**config.mk**
```make
export PLATFORM = sky130hd
export DESIGN_NAME = uart_rx_frame_assembler
export DESIGN_NICKNAME = d
export VERILOG_FILES = /design/src/rtl/uart_rx_pkg.sv /design/src/rtl/rx_hold_reg.sv /design/src/rtl/uart_rx_frame_assembler.sv
export SDC_FILE = /design/constraint.sdc
export NUM_CORES = 1
export LEC_CHECK = 0
export CAP_MARGIN = 0
export CORE_MARGIN = 2
export CORE_UTILIZATION = 40
export CTS_BUF_LIST = sky130_fd_sc_hd__clkbuf_8
export DETAILED_ROUTE_END_ITERATION = 16
export GPL_ROUTABILITY_DRIVEN = 0
export PLACE_DENSITY = 0.71
export SYNTH_ARGS = -nofsm -noshare
export SYNTH_HDL_FRONTEND = slang
export SYNTH_SLANG_ARGS = --single-unit
```
**constraint.sdc**
```tcl
create_clock -name clk -period 2.2 [get_ports clk]
set_input_delay 0.55 -clock clk [delete_from_list [all_inputs] [get_ports clk]]
set_output_delay 0.55 -clock clk [all_outputs]
set_load 0.05 [all_outputs]
```
**src/rtl/uart_rx_pkg.sv**
```systemverilog
// Shared definitions for the UART receive path: frame FSM state encoding,
// parity sense constants and the default word width.
package uart_rx_pkg;

   typedef enum logic [2:0] {
      ST_IDLE   = 3'd0,
      ST_START  = 3'd1,
      ST_DATA   = 3'd2,
      ST_PARITY = 3'd3,
      ST_STOP   = 3'd4
   } rx_state_e;

   localparam logic PARITY_EVEN = 1'b0;
   localparam logic PARITY_ODD  = 1'b1;

   localparam int DEFAULT_DATA_WIDTH = 8;

endpackage

```
**src/rtl/rx_hold_reg.sv**
```systemverilog
// Single-entry valid/ready holding register. A load into an empty register,
// or into a full one that is being drained in the same cycle, replaces the
// contents; a load into a full, stalled register is dropped and flagged.
module rx_hold_reg #(
   parameter int WIDTH = 10
) (
   input  logic             clk,
   input  logic             rst,
   input  logic             load,
   input  logic [WIDTH-1:0] load_data,
   input  logic             ready,
   output logic [WIDTH-1:0] data,
   output logic             valid,
   output logic             overrun
);

   // Load / drain / overrun handling; data only changes on an accepted load.
   always_ff @(posedge clk or negedge rst) begin
      if (!rst) begin
         data    <= '0;
         valid   <= 1'b0;
         overrun <= 1'b0;
      end else begin
         overrun <= 1'b0;
         if (load) begin
            if (!valid || ready) begin
               data  <= load_data;
               valid <= 1'b1;
            end else begin
               overrun <= 1'b1;
            end
         end else if (ready) begin
            valid <= 1'b0;
         end
      end
   end

endmodule

```
**src/rtl/uart_rx_frame_assembler.sv**
```systemverilog
// Tracks UART frame position from voted bit strobes, assembles the data word
// LSB first, checks parity and stop, and hands completed words to a
// single-entry holding register.
module uart_rx_frame_assembler
   import uart_rx_pkg::*;
#(
   parameter int DATA_WIDTH = DEFAULT_DATA_WIDTH
) (
   input  logic                  clk,
   input  logic                  rst,
   input  logic                  frame_start,
   input  logic                  bit_strobe,
   input  logic                  bit_value,
   input  logic                  par_en,
   input  logic                  par_odd,
   input  logic                  rx_ready,
   output logic [DATA_WIDTH-1:0] rx_data,
   output logic                  rx_valid,
   output logic                  parity_error,
   output logic                  framing_error,
   output logic                  start_glitch,
   output logic                  overrun,
   output logic                  busy
);

   localparam int CNT_W = $clog2(DATA_WIDTH + 1);
   localparam logic [CNT_W-1:0] LAST_BIT = CNT_W'(DATA_WIDTH - 1);

   localparam logic [2:0] S_IDLE   = ST_IDLE;
   localparam logic [2:0] S_START  = ST_START;
   localparam logic [2:0] S_DATA   = ST_DATA;
   localparam logic [2:0] S_PARITY = ST_PARITY;
   localparam logic [2:0] S_STOP   = ST_STOP;

   logic [2:0]            state;
   logic                  cfg_par_en;
   logic                  cfg_par_odd;
   logic [DATA_WIDTH-1:0] shreg;
   logic [CNT_W-1:0]      cnt;
   logic                  run_par;
   logic                  perr;
   logic                  complete;
   logic [DATA_WIDTH+1:0] payload;
   logic [DATA_WIDTH+1:0] held;

   // The stop-bit strobe completes the frame; its inverted value is the
   // framing error, so the payload is formed combinationally in that cycle.
   assign complete = (state == S_STOP) && bit_strobe;
   assign payload  = {perr, ~bit_value, shreg};
   assign busy     = (state != S_IDLE);

   // Frame FSM with shift register, bit counter and running parity.
   always_ff @(posedge clk or negedge rst) begin
      if (!rst) begin
         state        <= S_IDLE;
         cfg_par_en   <= 1'b0;
         cfg_par_odd  <= 1'b0;
         shreg        <= '0;
         cnt          <= '0;
         run_par      <= 1'b0;
         perr         <= 1'b0;
         start_glitch <= 1'b0;
      end else begin
         start_glitch <= 1'b0;
         case (state)
            S_IDLE: begin
               if (frame_start) begin
                  state       <= S_START;
                  cfg_par_en  <= par_en;
                  cfg_par_odd <= par_odd;
                  shreg       <= '0;
                  cnt         <= '0;
                  run_par     <= 1'b0;
                  perr        <= 1'b0;
               end
            end
            S_START: begin
               if (bit_strobe) begin
                  if (bit_value) begin
                     start_glitch <= 1'b1;
                     state        <= S_IDLE;
                  end else begin
                     state <= S_DATA;
                  end
               end
            end
            S_DATA: begin
               if (bit_strobe) begin
                  shreg   <= {bit_value, shreg[DATA_WIDTH-1:1]};
                  run_par <= run_par ^ bit_value;
                  cnt     <= cnt + CNT_W'(1);
                  if (cnt == LAST_BIT) begin
                     state <= cfg_par_en ? S_PARITY : S_STOP;
                  end
               end
            end
            S_PARITY: begin
               if (bit_strobe) begin
                  perr  <= run_par ^ bit_value ^ (cfg_par_odd == PARITY_ODD);
                  state <= S_STOP;
               end
            end
            S_STOP: begin
               if (bit_strobe) begin
                  state <= S_IDLE;
               end
            end
            default: state <= S_IDLE;
         endcase
      end
   end

   rx_hold_reg #(
      .WIDTH (DATA_WIDTH + 2)
   ) u_hold (
      .clk       (clk),
      .rst       (rst),
      .load      (complete),
      .load_data (payload),
      .ready     (rx_ready),
      .data      (held),
      .valid     (rx_valid),
      .overrun   (overrun)
   );

   assign parity_error  = held[DATA_WIDTH+1];
   assign framing_error = held[DATA_WIDTH];
   assign rx_data       = held[DATA_WIDTH-1:0];

endmodule

```
* Yosys cells after proc, flatten, opt, wreduce, memory -nomap -nowiden
Cells that the tools add are included.
W data, S select, Z words.
** Storage, ports and cells
- Output and inout port bits :: 14
- Register bits after elaboration :: 32
- Logic and storage cells :: 69
** Operators by class
- Mux-type cells :: 28
- $add $sub $neg :: 1
- Eq/ne operators :: 12
- Reduce and logical (&&, ||, !) cells :: 14
- Bitwise logic cells :: 3
** Operators by type and width (number)
- $mux W3 :: 7
- $mux W8 :: 2
- $pmux W8 S2 :: 1
- $pmux W3 S5 :: 1
- $ne A2 B2 Y1 const B :: 6
- $mux W1 :: 11
- $mux W4 :: 2
- $pmux W4 S2 :: 1
- $eq A3 B2 Y1 const B :: 2
- $reduce_and A2 Y1 :: 3
- $reduce_and A3 Y1 :: 2
- $reduce_and A6 Y1 :: 1
- $reduce_bool A2 Y1 :: 3
- $add A4 B1 Y4 const B :: 1
- $eq A4 B3 Y1 const B :: 1
- $pmux W1 S2 :: 2
- $eq A3 B1 Y1 const B :: 1
- $eq A3 B3 Y1 const B :: 1
- $logic_not A3 Y1 :: 1
- $reduce_bool A3 Y1 :: 1
- $mux W2 :: 1
- $ne A2 B1 Y1 const B :: 1
- $xor A1 B1 Y1 :: 2
- $logic_and A1 B1 Y1 :: 1
- 3 further kinds :: 3

* Depth between registers and ports, before layout
- Depth after elaboration :: 4
- Depth in mapped cells :: 6
- Mapped depth without buffers :: 5

* Modules after synthesis
A second synthesis with hierarchy kept.
** Unflattened totals
- Cell total of the unflattened synthesis :: 116
- Area, all modules :: 1486.4 sq um
** By module, submodules not included
- uart_rx_frame_assembler :: instances 1, cells each 89, seq. area each 500.5 sq um, area each 999.7 sq um
- rx_hold_reg :: instances 1, cells each 27, seq. area each 300.3 sq um, area each 486.7 sq um

* Worst setup path before layout
No wires, ideal clock.
- Path kind :: flip-flop to output port
- Start :: reg state[1]
- End :: out busy
- Arrival :: 1107 ps
- Path buffers :: 1
- Setup slack :: 543 ps
- Cell stages (with the launch flop) :: 3
- Cells stage by stage :: dfrtp_1 buf_6 or3_1
** Between the ends
- Longest elaborated chain between the ends :: 1
** Ends and longest elaborated chain
- start: declaration :: line uart_rx_frame_assembler.sv:35 : logic [2:0] state;
- start signal: assignment :: line uart_rx_frame_assembler.sv:93 : state <= cfg_par_en ? S_PARITY : S_STOP;
- $reduce_bool A3 Y1 :: line uart_rx_frame_assembler.sv:50 : assign busy = (state != S_IDLE);
- end: declaration :: line uart_rx_frame_assembler.sv:23 : output logic busy
Every way passes these cells.

* Final worst setup path
- Start :: reg u_hold.data[8]
- End :: out framing_error
** RTL lines
- start: declaration :: line rx_hold_reg.sv:12 : output logic [WIDTH-1:0] data,
- start signal: assignment :: line rx_hold_reg.sv:27 : data <= load_data;
- end: declaration :: line uart_rx_frame_assembler.sv:20 : output logic framing_error,
No word-level cell between the ends.

==> impl_metrics.env <==
export IMPL_drv_slew=0
export IMPL_skew_ns=0.00714
export IMPL_hold_buffers=0
export IMPL_min_path_type="reg2reg"
export IMPL_clockBufferDepth=2
export IMPL_wl_met1_um=1170
export IMPL_drtAntennaViolNets=0
export IMPL_worstMarginPinSlew_ns=0.509
export IMPL_outcome="finished clean"
export IMPL_cp_slowest_cell="clkdlybuf4s50_1"
export IMPL_synth_avg_cell_area_um2=12.8
export IMPL_cts_root_buffer="clkbuf_8"
export IMPL_cts_tree="done"
export IMPL_max_stage_delay_ns=0.81
export IMPL_fillCellCount=324
export IMPL_vias=900
export IMPL_hold_viol_final=0
export IMPL_finalWorstSetupSlack_ns=0.204
export IMPL_antenna_found_initial=0
export IMPL_cap_violations=0
export IMPL_netlist_area_um2=1400
export IMPL_fin_setup_tns_ns=0
export IMPL_htree_num_levels=2
export IMPL_seq_area_um2=801
export IMPL_fin_crit_sh_pct=90.7
export IMPL_worst_path_buf_inv=1
export IMPL_async_flop_share_pct=100
export IMPL_initial_utilization_pct=41.7
export IMPL_critPathLaunch="u_hold.data[8]$_DFFE_PN0P_"
export IMPL_grt_ovfl_total=0
export IMPL_grt_pass1_vias=948
export IMPL_io_pins=22
export IMPL_period_needed_ns=2.00
export IMPL_post_drt_wl_per_cell_um=13.6
export IMPL_end_kind="primary output"
export IMPL_grt_max_degree=33
export IMPL_cp_top_family="buffers and inverters"
export IMPL_clkLatencyLatePin_ns=0.28
export IMPL_port_buffers=21
export IMPL_cts_made_buffers=5
export IMPL_dieHeight_um=63.2
export IMPL_core_um2=3360
export IMPL_synthTopCellsByCount="32 x dfrtp_1, 10 x a22o_1, 10 x mux2_1, 8 x nand2_1"
export IMPL_hpwl_um=1690
export IMPL_post_cts_resized=0
export IMPL_clk_pin_slew_ns=0.07
export IMPL_synth_top_area_share_pct=57.1
export IMPL_dieArea_um2=4000
export IMPL_diodes=0
export IMPL_routed_wl_um=2470
export IMPL_critPathLaunchType="flop"
export IMPL_synth_top_cell_by_area="dfrtp_1"
export IMPL_first_pass_iters=4
export IMPL_synth_nets=119
export IMPL_synth_area_leaders="dfrtp_1 57%, mux2_1 8.0%, a22o_1 6.2%"
export IMPL_yosysMostFrequentCell="dfrtp_1"
export IMPL_top_layer="met4"
export IMPL_ys_seq_elements=32
export IMPL_max_freq_ghz=0.501
export IMPL_drc=0
export IMPL_leakagePower_uw=0.000823
export IMPL_ys_types=32
export IMPL_postCtsSetupRepairBufs=0
export IMPL_ir_worst_vdd_mv=0.576
export IMPL_syn_instance_count=110
export IMPL_rsz0062_at_grt="false"
export IMPL_dr_wl_met2_um=1160
export IMPL_cp_cell_sequence="clkdlybuf4s50_1"
export IMPL_drt_initial_drc_count=34
export IMPL_rows=21
export IMPL_synth_edf_count=0
export IMPL_grt_pass1_wl_um=4440
export IMPL_cp_required_ns=1.65
export IMPL_vias_per_cell=4.95
export IMPL_multiInputGateArea_um2=549
export IMPL_path_class="reg2out"
export IMPL_setup_viol=0
export IMPL_yosysSeqAreaShare_pct=57.1
export IMPL_grt_usage_pct=14.7
export IMPL_routed_wl_met3_um=111
export IMPL_place_ws_ns=0.0972
export IMPL_cts_sinks=32
export IMPL_drive_above_1_share_pct=15.4
export IMPL_fin_nets=144
export IMPL_syn_to_final_growth_pct=25.0
export IMPL_worstPathArrival_ns=1.45
export IMPL_synth_ff_type="dfrtp_1"
export IMPL_power_density_nw_per_um2=1130
export IMPL_critPathMaxFanout=2
export IMPL_r2r_start="state[1]$_DFFE_PN0P_"
export IMPL_die_w_um=63.2
export IMPL_ys_warn_count=0
export IMPL_slew_limit_headroom_pct=66.0
export IMPL_min_from="u_hold.data[6]$_DFFE_PN0P_"
[cell type report]
type                            count  share of cell area, %
Inverter                            2                  0.428
Sequential cell                    32                   45.7
Multi-Input combinational cell     70                   31.3
Tap cell                           46                   3.28
Timing Repair Buffer               24                   13.1
Clock inverter                      3                   2.21
Clock buffer                        5                   3.93
[metrics by stage]
stage	area, um^2	power [uW]	std cells	util (%)	hold WS (ns)
after global routing	1750	2100	182	52.1	0.522
after CTS	1750	2000	182	52.1	0.497
final	1750	1970	182	52.1	0.492
after global placement	1650	1430	174	48.9	0.475
after floorplan	1400	1310	110	-	0.254
after detailed placement	1650	1450	174	48.9	0.481
[registers in the layout (all words and copies together) (netlist names)]
signal and count:
u_hold.data 10, shreg 8, cnt 4, state 3, cfg_par_en 1, cfg_par_odd 1, perr 1, run_par 1
start_glitch 1, u_hold.overrun 1, u_hold.valid 1
[cells by family (layout without fill, tap and decap cells)]
kind of cell / Yosys count / after routing / synth area share [%]
AO/OA/AOI/OAI: 20 / 20 / 10.9
XOR/XNOR: 3 / 3 / 1.87
adder cells (fa/ha/maj): 1 / 1 / 0.892
buffers and inverters: 8 / 34 / 3.75
flip-flops: 32 / 32 / 57.1
multiplexers: 16 / 16 / 12.7
AND/OR/NAND/NOR: 30 / 30 / 12.8
[layout by cell type, fill, tap and decap left out]
cell type,netlist,final
dfrtp_1,32,32
clkdlybuf4s50_1,0,20
mux2_1,10,10
a22o_1,10,10
nand2_1,8,8
clkbuf_8,0,5
nand3_1,4,4
mux2_2,4,4
buf_4,1,4
nand2b_1,3,3
inv_1,2,3
nor2_1,2,2
nor2b_1,2,2
nor3b_1,2,2
nand3b_1,2,2
a21oi_1,2,2
o21ai_2,2,2
xnor2_1,2,2
o21ai_0,2,2
mux2i_1,2,2
o21ai_1,2,2
or3_1,1,1
nor2_2,1,1
and4b_1,1,1
nand4_1,1,1
a31oi_1,1,1
nor4b_1,1,1
xor2_1,1,1
and4bb_2,1,1
or3_4,1,1
a41o_2,1,1
ha_1,1,1
bufinv_16,0,1
clkinv_2,0,1
[final timing paths]
kind / to / slack (ns) / depth (start not counted)
worst max-delay path: framing_error / 0.20 / 1
max in group asynchronous: cnt[3]$_DFFE_PN0P_ / 1.25 / 2
min in group asynchronous: run_par$_DFFE_PN0P_ / 0.66 / 2
worst min register to register: u_hold.data[6]$_DFFE_PN0P_ / 0.49 / 1
worst max register to register: state[1]$_DFFE_PN0P_ / 0.49 / 4
worst min-delay path: u_hold.data[6]$_DFFE_PN0P_ / 0.49 / 1
[power breakdown]
part / internal, uW / leakage [uW] / switching [uW]
combinational: 260 / 0.000328 / 354
clock: 331 / 0.0000593 / 206
sequential: 698 / 0.000436 / 123
[routing by layer]
metal	vias up	GRT usage (%)
li1	444	-
met1	432	18.2
met2	20	22.3
met3	4	5.36
met4	0	7.61
met5	-	0
(Power assumes the default switching activity.)
